### src/rtl/se_sram_srw_master_pkg.sv
// Shared definitions for the se_sram_srw master: FSM encoding and response FIFO sizing.
// Latency: n/a (declarations only).
// Backpressure: n/a.
package se_sram_srw_master_pkg;

    // Response FIFO depth; with one read in flight this bounds outstanding reads to two.
    localparam int RESP_FIFO_DEPTH = 2;
    // Count width able to hold 0..RESP_FIFO_DEPTH.
    localparam int RESP_FIFO_CNT_W = 2;

    typedef enum logic {
        ST_IDLE  = 1'b0,
        ST_CLEAR = 1'b1
    } master_state_t;

    // True when one more read can be accepted without overflowing the response FIFO.
    // Counts stored entries plus the read currently in the SRAM pipe, minus an entry
    // leaving this cycle.
    function automatic logic read_has_room(
        input logic [RESP_FIFO_CNT_W-1:0] fifo_count,
        input logic                       in_flight,
        input logic                       pop
    );
        logic [RESP_FIFO_CNT_W:0] occupancy;
        occupancy = {1'b0, fifo_count} + {{RESP_FIFO_CNT_W{1'b0}}, in_flight}
                  - {{RESP_FIFO_CNT_W{1'b0}}, pop};
        return occupancy < (RESP_FIFO_CNT_W + 1)'(RESP_FIFO_DEPTH);
    endfunction

endpackage

### src/rtl/se_sram_resp_fifo.sv
// Two-entry in-order response FIFO holding SRAM read data for the client.
// Latency: a push is visible at the head on the cycle after the push edge.
// Backpressure: head held until popped; pop on empty ignored, push on full without pop dropped.
module se_sram_resp_fifo
    import se_sram_srw_master_pkg::*;
#(
    parameter int data_width = 8
) (
    input  logic                       clk_i,
    input  logic                       rst_ni,
    input  logic                       push_i,
    input  logic [data_width-1:0]      push_data_i,
    input  logic                       pop_i,
    output logic [RESP_FIFO_CNT_W-1:0] count_o,
    output logic                       head_vld_o,
    output logic [data_width-1:0]      head_dat_o
);

    logic [data_width-1:0]      mem_q [RESP_FIFO_DEPTH];
    logic                       wr_ptr_q, wr_ptr_d;
    logic                       rd_ptr_q, rd_ptr_d;
    logic [RESP_FIFO_CNT_W-1:0] count_q, count_d;
    logic                       do_push, do_pop;

    assign do_pop  = pop_i & (count_q != '0);
    assign do_push = push_i & ((count_q != RESP_FIFO_CNT_W'(RESP_FIFO_DEPTH)) | do_pop);

    // Next pointers and occupancy; simultaneous push and pop leave the count unchanged.
    always_comb begin
        wr_ptr_d = wr_ptr_q;
        rd_ptr_d = rd_ptr_q;
        count_d  = count_q;
        if (do_push) begin
            wr_ptr_d = ~wr_ptr_q;
        end
        if (do_pop) begin
            rd_ptr_d = ~rd_ptr_q;
        end
        case ({do_push, do_pop})
            2'b10:   count_d = count_q + RESP_FIFO_CNT_W'(1);
            2'b01:   count_d = count_q - RESP_FIFO_CNT_W'(1);
            default: count_d = count_q;
        endcase
    end

    // Storage and pointer registers.
    always_ff @(posedge clk_i or negedge rst_ni) begin
        if (!rst_ni) begin
            for (int i = 0; i < RESP_FIFO_DEPTH; i++) begin
                mem_q[i] <= '0;
            end
            wr_ptr_q <= 1'b0;
            rd_ptr_q <= 1'b0;
            count_q  <= '0;
        end else begin
            if (do_push) begin
                mem_q[wr_ptr_q] <= push_data_i;
            end
            wr_ptr_q <= wr_ptr_d;
            rd_ptr_q <= rd_ptr_d;
            count_q  <= count_d;
        end
    end

    assign count_o    = count_q;
    assign head_vld_o = (count_q != '0);
    // Present zero when empty so the client never sees stale data.
    assign head_dat_o = head_vld_o ? mem_q[rd_ptr_q] : '0;

endmodule

### src/rtl/se_sram_srw_master.sv
// Client-side master for a single-port synchronous SRAM, with a whole-array clear sequencer.
// Latency: write accepted in one cycle; read data at the response head 2 enabled cycles after req_ack.
// Backpressure: reads withheld while 2 responses are outstanding; no requests accepted during clear.
module se_sram_srw_master
    import se_sram_srw_master_pkg::*;
#(
    parameter int address_width = 16,
    parameter int data_width    = 8
) (
    input  logic                     sram_clock,
    input  logic                     reset_n,
    input  logic                     sram_clock__enable,
    input  logic                     req_valid,
    input  logic                     req_read_not_write,
    input  logic [address_width-1:0] req_address,
    input  logic [data_width-1:0]    req_write_data,
    output logic                     req_ack,
    output logic                     resp_valid,
    output logic [data_width-1:0]    resp_data,
    input  logic                     resp_ack,
    input  logic                     clear_start,
    input  logic [data_width-1:0]    clear_value,
    output logic                     busy,
    output logic                     sram_select,
    output logic                     sram_read_not_write,
    output logic                     sram_write_enable,
    output logic [address_width-1:0] sram_address,
    output logic [data_width-1:0]    sram_write_data,
    input  logic [data_width-1:0]    sram_data_out
);

    master_state_t              state_q, state_d;
    logic [address_width-1:0]   clr_cnt_q, clr_cnt_d;
    logic [data_width-1:0]      clr_val_q, clr_val_d;
    logic                       in_flight_q, in_flight_d;

    logic [RESP_FIFO_CNT_W-1:0] fifo_count;
    logic                       fifo_head_vld;
    logic [data_width-1:0]      fifo_head_dat;
    logic                       resp_pop;
    logic                       read_room;
    logic                       read_ack;
    logic                       fifo_push;
    logic                       fifo_pop;

    // Client pops only when something is at the head.
    assign resp_pop  = fifo_head_vld & resp_ack;
    assign read_room = read_has_room(fifo_count, in_flight_q, resp_pop);

    // Acceptance: idle only, clear_start wins, reads also need response space.
    // reset_n gating keeps the SRAM bus quiet while reset is held.
    assign req_ack = reset_n & sram_clock__enable & (state_q == ST_IDLE) & ~clear_start
                   & req_valid & (~req_read_not_write | read_room);
    assign read_ack = req_ack & req_read_not_write;

    // The SRAM output is valid during the cycle after a read was issued; capture it then.
    assign fifo_push = sram_clock__enable & in_flight_q;
    assign fifo_pop  = sram_clock__enable & resp_pop;

    // Next-state for the clear sequencer and the read pipe tracker.
    always_comb begin
        state_d     = state_q;
        clr_cnt_d   = clr_cnt_q;
        clr_val_d   = clr_val_q;
        in_flight_d = read_ack;
        case (state_q)
            ST_IDLE: begin
                if (clear_start) begin
                    state_d   = ST_CLEAR;
                    clr_cnt_d = '0;
                    clr_val_d = clear_value;
                end
            end
            ST_CLEAR: begin
                // Counter wraps to zero naturally after the last address is written.
                clr_cnt_d = clr_cnt_q + address_width'(1);
                if (clr_cnt_q == '1) begin
                    state_d = ST_IDLE;
                end
            end
            default: begin
                state_d = ST_IDLE;
            end
        endcase
    end

    // FSM and pipeline registers, frozen while the clock enable is low.
    always_ff @(posedge sram_clock or negedge reset_n) begin
        if (!reset_n) begin
            state_q     <= ST_IDLE;
            clr_cnt_q   <= '0;
            clr_val_q   <= '0;
            in_flight_q <= 1'b0;
        end else if (sram_clock__enable) begin
            state_q     <= state_d;
            clr_cnt_q   <= clr_cnt_d;
            clr_val_q   <= clr_val_d;
            in_flight_q <= in_flight_d;
        end
    end

    // SRAM command mux: an accepted request passes straight through, else the clear write.
    always_comb begin
        sram_select         = 1'b0;
        sram_read_not_write = 1'b0;
        sram_write_enable   = 1'b0;
        sram_address        = '0;
        sram_write_data     = '0;
        if (req_ack) begin
            sram_select         = 1'b1;
            sram_read_not_write = req_read_not_write;
            sram_write_enable   = ~req_read_not_write;
            sram_address        = req_address;
            sram_write_data     = req_write_data;
        end else if (state_q == ST_CLEAR) begin
            sram_select         = 1'b1;
            sram_read_not_write = 1'b0;
            sram_write_enable   = 1'b1;
            sram_address        = clr_cnt_q;
            sram_write_data     = clr_val_q;
        end
    end

    se_sram_resp_fifo #(
        .data_width (data_width)
    ) u_resp_fifo (
        .clk_i       (sram_clock),
        .rst_ni      (reset_n),
        .push_i      (fifo_push),
        .push_data_i (sram_data_out),
        .pop_i       (fifo_pop),
        .count_o     (fifo_count),
        .head_vld_o  (fifo_head_vld),
        .head_dat_o  (fifo_head_dat)
    );

    assign resp_valid = fifo_head_vld;
    assign resp_data  = fifo_head_dat;
    assign busy       = (state_q == ST_CLEAR);

endmodule

### config.mk
export PLATFORM = sky130hd
export DESIGN_NAME = se_sram_srw_master
export DESIGN_NICKNAME = d
export VERILOG_FILES = /design/src/rtl/se_sram_srw_master_pkg.sv /design/src/rtl/se_sram_resp_fifo.sv /design/src/rtl/se_sram_srw_master.sv
export SDC_FILE = /design/constraint.sdc
export NUM_CORES = 1
export LEC_CHECK = 0
export ABC_AREA = 1
export CORE_ASPECT_RATIO = 2
export CORE_MARGIN = 1
export CORE_UTILIZATION = 51
export CTS_CLUSTER_SIZE = 10
export DETAILED_ROUTE_END_ITERATION = 16
export DONT_BUFFER_PORTS = 1
export PLACE_DENSITY = 0.78
export SLEW_MARGIN = 20
export SYNTH_ARGS = -nofsm -noshare
export SYNTH_HDL_FRONTEND = slang
export SYNTH_SLANG_ARGS = --single-unit
### constraint.sdc
create_clock -name sram_clock -period 2.6 [get_ports sram_clock]
set_input_delay 0.13 -clock sram_clock [delete_from_list [all_inputs] [get_ports sram_clock]]
set_output_delay 0.13 -clock sram_clock [all_outputs]
set_load 0.01 [all_outputs]
# Yosys cells after proc, flatten, opt, wreduce, memory -nomap -nowiden
# Index checks and enable logic that the tools add are counted.
word_totals:
  reg_bits: 46
  input_bits: 47
  word_cells: 69
op_classes:
  n_addsub: 5
  n_lt_le_gt_ge: 4
  eq_ne: 5
  mux: 21
  bitwise: 20
  n_reduce_logical: 5
op_table:
  columns: ["operator", "count"]
  rows:
  - ["8-bit two-way mux", 7]
  - ["16-bit two-way mux", 3]
  - ["16-bit one-hot mux with 2 select lines", 1]
  - ["16-bit by 1-bit adder with 16-bit output (second input constant)", 1]
  - ["16-bit bitwise mux", 1]
  - ["16-bit equality test (second input constant)", 1]
  - ["1-bit AND", 11]
  - ["8-bit demux with 1-bit select", 1]
  - ["1-bit two-way mux", 6]
  - ["1-bit NOT", 5]
  - ["2-bit >= comparator (second input constant)", 2]
  - ["2-bit != test (second input constant)", 2]
  - ["1-bit NOT with 2-bit output", 2]
  - ["2-bit one-hot mux with 2 select lines", 1]
  - ["2-bit nonzero test", 2]
  - ["2-bit by 1-bit adder with 3-bit output", 1]
  - ["3-bit by 2-bit < comparator with 1-bit output (second input constant)", 1]
  - ["3-bit AND reduction", 1]
  - ["3-bit by 1-bit subtractor with 3-bit output", 1]
  - ["2-bit by 1-bit adder with 2-bit output (second input constant)", 1]
  - ["2-bit by 1-bit equality test with 1-bit output (second input constant)", 1]
  - ["2-bit equality test (second input constant)", 1]
  - ["2-bit by 1-bit < comparator with 1-bit output (second input constant)", 1]
  - ["1-bit bitwise OR", 2]
  - ["4 further kinds", 4]

# Logic depth before layout (Yosys ltp)
# Gate-level depths: netlist of run 1.
depth:
  ltp_word: 8
  depth_mapped: 13
  ltp_nobuf: 12

# By module
# Synthesis of run 1 repeated with hierarchy kept, for this count alone.
hier_totals:
  hier_cells: 365
  area_unflattened_um2: 2758.9
modules_own_cells:
  columns: ["mod", "instances", "cells_each", "area_per_inst_um2", "seq_area_each_um2"]
  rows:
  - ["se_sram_srw_master", 1, 244, 1721.7, 650.6]
  - ["se_sram_resp_fifo", 1, 121, 1037.2, 500.5]

# Worst setup path after synthesis of run 1
# Ideal clock, no wire load.
synth_timing:
  path_kind: "register -> output"
  start: "reg u_resp_fifo.count_q[0] (netlist: u_resp_fifo.count_o[0])"
  end: "out sram_address[11]"
  arrival_time_ns: 2.479
  required_time_ns: 2.470
  path_slack_ns: -0.009
  path_stages_with_launch: 13
  n_path_buf: 1
  path_cell_list: "dfrtp_1 nor2_2 nor2_1 ha_1 or2_2 fa_1 nand2_1 o21ai_2 nand2_1 inv_2 buf_6 nand2_1 nand2_1"
synth_between:
  elab_chain_cells: 7
  word_cells_on_any_way: 8
synth_lines:
  columns: ["item", "line", "source"]
  rows:
  - ["start: declaration", "se_sram_resp_fifo.sv:22", "logic [RESP_FIFO_CNT_W-1:0] count_q, count_d;"]
  - ["start signal: assignment", "se_sram_resp_fifo.sv:61", "count_q <= count_d;"]
  - ["parallel branches: the longest is 2 deep, another holds 2-bit by 1-bit adder with 3-bit output", null, null]
  - ["3-bit by 1-bit subtractor with 3-bit output (*)", "se_sram_srw_master_pkg.sv:26", "- {{RESP_FIFO_CNT_W{1'b0}}, pop};"]
  - ["3-bit by 2-bit < comparator with 1-bit output (*)", "se_sram_srw_master_pkg.sv:27", "return occupancy < (RESP_FIFO_CNT_W + 1)'(RESP_FIFO_DEPTH);"]
  - ["1-bit bitwise OR (*)", "se_sram_srw_master.sv:53", "& req_valid & (~req_read_not_write | read_room);"]
  - ["1-bit AND (*)", "se_sram_srw_master.sv:53", null]
  - ["named net req_ack", "se_sram_srw_master.sv:17", "output logic req_ack,"]
  - ["16-bit two-way mux (*)", "se_sram_srw_master.sv:109", "if (req_ack) begin"]
  - ["end: declaration", "se_sram_srw_master.sv:27", "output logic [address_width-1:0] sram_address,"]
# Mark *: on every way through the listed nets, which the timed path passes.

# Worst setup path in the final report of run 1
layout_timing:
  start: "reg u_resp_fifo.count_q[1] (netlist: u_resp_fifo.count_o[1])"
  end: "out sram_write_data[6]"
layout_between:
  elab_chain_cells: 7
  word_cells_on_any_way: 8
layout_lines:
  columns: ["item", "line", "source"]
  rows:
  - ["parallel branches: the longest is 2 deep, another holds 2-bit by 1-bit adder with 3-bit output", null, null]
  - ["3-bit by 1-bit subtractor with 3-bit output (*)", "se_sram_srw_master_pkg.sv:26", null]
  - ["3-bit by 2-bit < comparator with 1-bit output (*)", "se_sram_srw_master_pkg.sv:27", null]
  - ["1-bit bitwise OR (*)", "se_sram_srw_master.sv:53", null]
  - ["1-bit AND (*)", "se_sram_srw_master.sv:53", null]
  - ["8-bit two-way mux (*)", "se_sram_srw_master.sv:109", null]
  - ["end: declaration", "se_sram_srw_master.sv:28", "output logic [data_width-1:0] sram_write_data,"]
# Mark *: on every way between the ends.

==> results.yml, run 1 <==
floorplanning:
  dieArea_mm2: 0.005453
  die_h_um: 103.4
  die_x_um: 52.72
  core_mm2: 0.004910
  start_util_pct: 53.44
  rows: 36
  ioPinCount: 85
pwr:
  comb_power_share_pct: 41.2
  p_seq_share_pct: 39.2
  p_per_area_mw_per_mm2: 817.1
  peakVddDrop_uv: 679.8
  clkPwrFrac_pct: 19.5
  switching_power_mw: 1.038
  power_leakage_nw: 1.514
  p_int_mw: 1.668
  p_sw_share_pct: 38.36
global_route:
  grt_pass1_wl_um: 10390
  grt_pass1_vias: 2352
  gr-total-overflow: 0
  antenna_found_initial: 0
  track_usage_pct: 26.43
  grt_max_degree: 47
synthesis:
  mappedNetlistArea_mm2: 0.002624
  ys_seq_area_share_pct: 43.87
  yosysWarnings: 0
  synth_edf_count: 0
  synthArstFlopShare_pct: 100.0
  synth_compound_area_share_pct: 12.16
  synthMuxAreaShare_pct: 3.433
  synthFlopType: "dfrtp_1"
  post_synth.cell_area_avg_um2: 7.583
  synth_xor_area_share_pct: 1.335
  ys_ff_latch: 46
  syn_inst: 346
  synth_nets: 397
  synthAdderAreaFrac_pct: 2.194
  synth_top_family_by_area: "simple AND/OR/NAND/NOR gates"
  ys_types: 29
  synthSimpleGateAreaFrac_pct: 28.18
timing:
  grt_setup_unrepaired: "yes"
  maxSlewHeadroom_pct: 49.49
  fmax_mhz: 348.5
  finalClockSkew_ns: 0.009036
  hold_violations: 0
  fin_crit_ns: 2.869
  setup_slack_ns: -0.2694
  fin_crit_sh_pct: 110.4
  drv_slew: 0
  finalSetupViolCount: 28
  worstMarginPinSlew_ns: 0.7577
setup_path:
  critPathLaunchType: "register"
  r2r-start: "u_resp_fifo.count_o[1]"
  cp_max_fo: 6
  crit_start: "u_resp_fifo.count_o[1]"
  cp_cell_sequence: "nor2_4, nor2_2, ha_1, or2_4, fa_1, nand2_2, o21ai_4, nand2_4, clkinvlp_4, nand2_2, nand2_2"
  worstPathArrival_ns: 2.74
  max_stage_delay_ns: 0.51
  crit_buf_inv: 1
  path_delay_family: "simple AND/OR/NAND/NOR gates"
  rr_endpoint: "in_flight_q"
  cp_slowest_cell: "fa_1"
  cp-end-kind: "primary output"
  worstPathRequired_ns: 2.47
  path_class: "register to primary output"
  crit_top_cell: "nand2_2"
  r2r_cells: 10
  r2r_slack_ns: 0.21
final_layout:
  antenna_cells: 0
  final_nets: 429
  area_delta_synth_final_pct: 26.18
  fin_cells: 436
  final_area_mm2: 0.003311
  drive_above_1_share_pct: 28.76
  fill_cells: 380
detailed_routing:
  drt-total-wl_um: 7085
  ant_nets: 0
  first_iter_violations: 68
  wl_per_cell_um: 16.25
  vias: 2436
  route.detailed.drc: 0
  vias_per_cell: 5.587
  dr.pass1.iters: 4
clock_network:
  clk_latency_ns: 0.30
  clk_pin_slew_worst_paths_ns: 0.08
  clockRootBuffer: "clkbuf_8"
  clock_sinks: 46
  numCtsBuffers: 5
  clockBufferDepth: 2
  cts_tree: "done"
  htreeDepth: 2
placed_design:
  gp_congestion: 0.8936
  pre_cts_slack_ns: -0.01204
  placement.io_buffers: 0
  place_area_mm2: 0.002671
  placed_cells: 399
  dp_hpwl_um: 4567
worst_hold_path:
  min_from: "sram_clock__enable"
  holdPathStages: 2
  hp-class: "primary input to register"
  whs_endpoint: "u_resp_fifo.rd_ptr_q"
run_status:
  violations: "negative setup slack"
  run_status: "finished with violations"
flow_run:
  drv_cap: 0
## cells in the final DEF (no fill, tap or decap), drive strengths merged, types with 2 or more instances in the layout
cell type	netlist	routed
clkinvlp	0	2
nor3	5	5
clkbuf	4	7
xor2	3	3
nand3	23	23
ha	3	3
dlygate4sd3	0	18
a21oi	16	16
inv	35	35
o21ai	41	41
nor2	27	27
nand2	119	119
mux2	8	8
dfrtp	46	46
or2	2	2
buf	9	18
## registers in the layout (all words and copies together) (netlist names)
register              cells
busy                      1
u_resp_fifo.count_o       2
clr_val_q                 8
u_resp_fifo.mem_q        16
in_flight_q               1
clr_cnt_q                16
u_resp_fifo.wr_ptr_q      1
u_resp_fifo.rd_ptr_q      1
## synth_stat cells, types with 3 or more instances
library cell	number	area share (%)
dfrtp_1	46	44
mux2_2	8	3.4
xor2_1	3	1.0
o21ai_0	32	6.1
nand2_1	116	17
nand3_1	22	4.2
o21ai_2	9	3.0
clkbuf_1	4	0.57
inv_1	31	4.4
buf_6	3	1.3
nor3_1	4	0.76
inv_2	4	0.57
a21oi_1	16	3.1
ha_1	3	1.4
nor2_1	26	3.7
buf_2	4	0.76
nand2_2	3	0.72
## worst max path at each step
stage,end,depth (start not counted)
after floorplan,sram_address[11],12
after global placement,sram_address[13],11
after detailed placement,sram_address[13],11
after CTS,sram_write_enable,10
after global routing,sram_write_data[7],11
final,sram_write_data[6],11
## power groups by stage
stage	Clock [mW]	Combinational [mW]	Sequential, mW
floorplan	0	0.629	1.03
global placement	0	0.747	1.06
detailed placement	0	0.785	1.08
CTS	0.538	0.951	1.06
global route	0.555	1.23	1.08
finish	0.529	1.12	1.06
## area by class of cell
class                      instances  area [µm²]  area share, %
multi-input combinational        251        1453          43.88
clock buffer                       6       72.57          2.192
sequential                        46        1152          34.81
inverter                          36       137.6          4.157
timing repair inverter             1       7.507         0.2268
timing repair buffer              37       379.1          11.45
tap                               57       71.32          2.154
clock inverter                     2       37.54          1.134
## timing repair
item                       CTS  global route
setup endpoints to repair   28            28
gates resized for setup     53            23
buffers inserted             4             4
pin swaps                    7             9
hold buffers                19             0
hold endpoints to repair    65             0
cloned                       1             1
## per-stage QoR
step	hold slack (ns)	total power, mW	util (%)	TNS [ns]
2_1_floorplan	-0.1656	1.655	-	0
4_1_cts	0.01327	2.552	64.22	-3.912
3_3_place_gp	-0.1639	1.809	54.41	0
6_report	0.02066	2.705	67.43	-5.864
5_1_grt	0.03211	2.863	67.43	-8.349
3_5_place_dp	-0.1640	1.861	54.41	-0.02360
## logic make-up (layout without fill, tap and decap cells)
group / after synthesis / after routing
AND/OR/NAND/NOR: 178 / 178
adder cells (fa/ha/maj): 4 / 4
multiplexers: 8 / 8
buffers and inverters: 49 / 82
XOR/XNOR: 4 / 4
AO/OA/AOI/OAI: 57 / 57
flip-flops: 46 / 46
## layer usage
layer | GRT usage [%] | up-vias | wire length, µm | share of wire, %
met3 | 4.386 | 23 | 342 | 4.8
met4 | 13.16 | 0 | 271 | 3.8
li1 | - | 1163 | - | -
met2 | 50.54 | 106 | 4175 | 59
met5 | 0 | - | 0 | 0
met1 | 25.88 | 1144 | 2296 | 32
## worst register-to-register path, stage by stage (launching register included)
cell and delay [ns]:
dfrtp_2 0.44, nor2_4 0.12, nor2_2 0.05, ha_1 0.27, or2_4 0.25, fa_1 0.51
nand2_2 0.08, o21ai_4 0.23, buf_6 0.16, nand3_2 0.10, o21ai_0 0.10
No activity file was read; power rests on OpenSTA's default activity.
==> run 2: changes to the inputs <==
--- a/config.mk
+++ b/config.mk
@@ -12,7 +12,7 @@
 export CTS_CLUSTER_SIZE = 10
 export DETAILED_ROUTE_END_ITERATION = 16
 export DONT_BUFFER_PORTS = 1
-export PLACE_DENSITY = 0.78
+export PLACE_DENSITY = 0.69
 export SLEW_MARGIN = 20
 export SYNTH_ARGS = -nofsm -noshare
 export SYNTH_HDL_FRONTEND = slang
==> run 2 against run 1 <==
  * The flow still finishes with violations (negative setup slack)
  * Maximum frequency increased by 1.4%
  * Cell count stayed put
  * Core utilization shrank 2.1 points
  * Cell area shrank 3.1%
  * Worst setup slack improved by 0.040 ns
  * Global-route usage shrank 0.26 points
  * Register-to-register slack better by 0.06 ns
  * Largest cell class unchanged
  * Highest routed layer unchanged
==> results.yml, run 2 (same netlist as run 1, synthesis figures left out) <==
run_status:
  run_status: "finished with violations"
  violations: "negative setup slack"
setup_path:
  cp_cell_sequence: "nor2_4, nor2_4, ha_4, or2_4, fa_2, nand2_2, o21ai_4, nand2_4, clkinvlp_4, nand2_2, nand2_2"
  r2r_slack_ns: 0.27
  critPathLaunchType: "register"
  cp_max_fo: 6
  r2r_cells: 10
  rr_endpoint: "in_flight_q"
  r2r-start: "u_resp_fifo.count_o[1]"
  worstPathArrival_ns: 2.70
  max_stage_delay_ns: 0.57
  cp_slowest_cell: "fa_2"
  path_class: "register to primary output"
  worstPathRequired_ns: 2.47
  cp-end-kind: "primary output"
  crit_top_cell: "nand2_2"
clock_network:
  clockRootBuffer: "clkbuf_8"
  clk_pin_slew_worst_paths_ns: 0.08
  clock_sinks: 46
  htreeDepth: 2
  cts_tree: "done"
  numCtsBuffers: 5
  clockBufferDepth: 2
  clk_latency_ns: 0.30
pwr:
  power_leakage_nw: 1.496
  p_int_mw: 1.574
  clkPwrFrac_pct: 17.7
  comb_power_share_pct: 41.7
  p_sw_share_pct: 39.13
  p_seq_share_pct: 40.6
  p_per_area_mw_per_mm2: 806.0
  switching_power_mw: 1.012
  peakVddDrop_uv: 585.8
detailed_routing:
  drt-total-wl_um: 6677
  vias: 2358
  route.detailed.drc: 0
  first_iter_violations: 52
  vias_per_cell: 5.408
  wl_per_cell_um: 15.31
  ant_nets: 0
  dr.pass1.iters: 4
global_route:
  grt_pass1_wl_um: 10310
  track_usage_pct: 26.18
  antenna_found_initial: 0
  grt_max_degree: 47
  grt_pass1_vias: 2353
  gr-total-overflow: 0
final_layout:
  postLayoutCoreUtil_pct: 65.37
  layout_common_cells: "93 x nand2_1, 46 x dfrtp_1, 30 x inv_1"
  fin_cells: 436
  final_area_mm2: 0.003209
  area_delta_synth_final_pct: 22.32
  top_regs: "clr_cnt_q (16), u_resp_fifo.mem_q (16), clr_val_q (8)"
  antenna_cells: 0
  layout.cells.most_common: "nand2_1"
  drive_above_1_share_pct: 25.59
  final_nets: 429
flow_run:
  drv_cap: 0
timing:
  hold_violations: 0
  fin_crit_sh_pct: 108.8
  setup_slack_ns: -0.2295
  drv_slew: 0
  fin_setup_tns_ns: -4.311
  fin_crit_ns: 2.830
  maxSlewHeadroom_pct: 50.80
  finalClockSkew_ns: 0.005900
  worstMarginPinSlew_ns: 0.7380
  fmax_mhz: 353.4
  grt_setup_unrepaired: "yes"
  finalSetupViolCount: 28
placed_design:
  place_area_mm2: 0.002679
  pre_cts_slack_ns: 0.08795
  dp_hpwl_um: 4348
  placement.io_buffers: 0
  gp_congestion: 0.8707
  placed_cells: 400
worst_hold_path:
  whs_endpoint: "u_resp_fifo.rd_ptr_q"
  holdPathStages: 2
  hp-class: "primary input to register"
  min_from: "sram_clock__enable"
floorplanning:
  rows: 36
  dieArea_mm2: 0.005453
  die_h_um: 103.4
  ioPinCount: 85
  core_mm2: 0.004910
  die_x_um: 52.72
  start_util_pct: 53.44
run 2: cell types whose count changed in the layout (fill, tap and decap cells not counted), sizes merged:
cell	delta
buf	+1
clkbuf	-1
bufinv	-1
clkinv	+1
run 2: worst max path at each step:
stage                      startpoint                 end  slack (ns)  cells after the start
2_1_floorplan  u_resp_fifo.count_o[0]    sram_address[11]        0.07                     12
3_3_place_gp   u_resp_fifo.count_o[0]  sram_write_data[4]        0.16                     11
3_5_place_dp   u_resp_fifo.count_o[0]    sram_address[13]        0.09                     11
4_1_cts        u_resp_fifo.count_o[0]  sram_write_data[1]       -0.15                     11
5_1_grt        u_resp_fifo.count_o[1]  sram_write_data[2]       -0.34                     11
6_report       u_resp_fifo.count_o[1]  sram_write_data[2]       -0.23                     11
run 2: critical path: cells and delay by family (launching register included):
family	cells	cell delay, ns
AO/OA/AOI/OAI	1	0.19
flip-flops	1	0.42
buffers and inverters	1	0.22
adder cells (fa/ha/maj)	2	0.80
AND/OR/NAND/NOR	7	0.77
run 2: power groups by stage:
stage	combinational, mW	clock (mW)	sequential, mW
6_report	1.08	0.458	1.05
4_1_cts	0.987	0.471	1.05
2_1_floorplan	0.629	0	1.03
3_5_place_dp	0.803	0	1.06
3_3_place_gp	0.779	0	1.05
5_1_grt	1.20	0.496	1.07
run 2: metrics by stage:
step                total power, mW  hold WS [ns]
global placement              1.833       -0.1640
CTS                           2.509       0.01056
detailed placement            1.867       -0.1639
floorplan                     1.655       -0.1656
global route                  2.769       0.03342
finish                        2.587       0.01533
run 2: cell type report:
| type | count | area, µm² |
|---|---|---|
| Inverter | 36 | 137.6 |
| Clock buffer | 6 | 82.58 |
| Timing Repair inverter | 1 | 7.507 |
| Tap cell | 57 | 71.32 |
| Timing Repair Buffer | 37 | 354.1 |
| Fill cell | 428 | 1700 |
| Sequential cell | 46 | 1151 |
| Clock inverter | 2 | 12.51 |
| Multi-Input combinational cell | 251 | 1393 |
run 2: repair_timing:
item	4_1_cts	5_1_grt
pin swaps	5	13
hold buffers	19	0
resized for setup	49	12
hold endpoints to repair	65	0
setup endpoints to repair	28	28
gates cloned	2	0
setup buffers	4	3
run 2: per-layer routing:
layer	GRT usage, %	up-vias	share of wire [%]
li1	-	1159	-
met1	24.88	1089	35
met2	49.07	83	57
met3	5.409	27	4.3
met4	15.18	0	4.2
met5	0	-	0
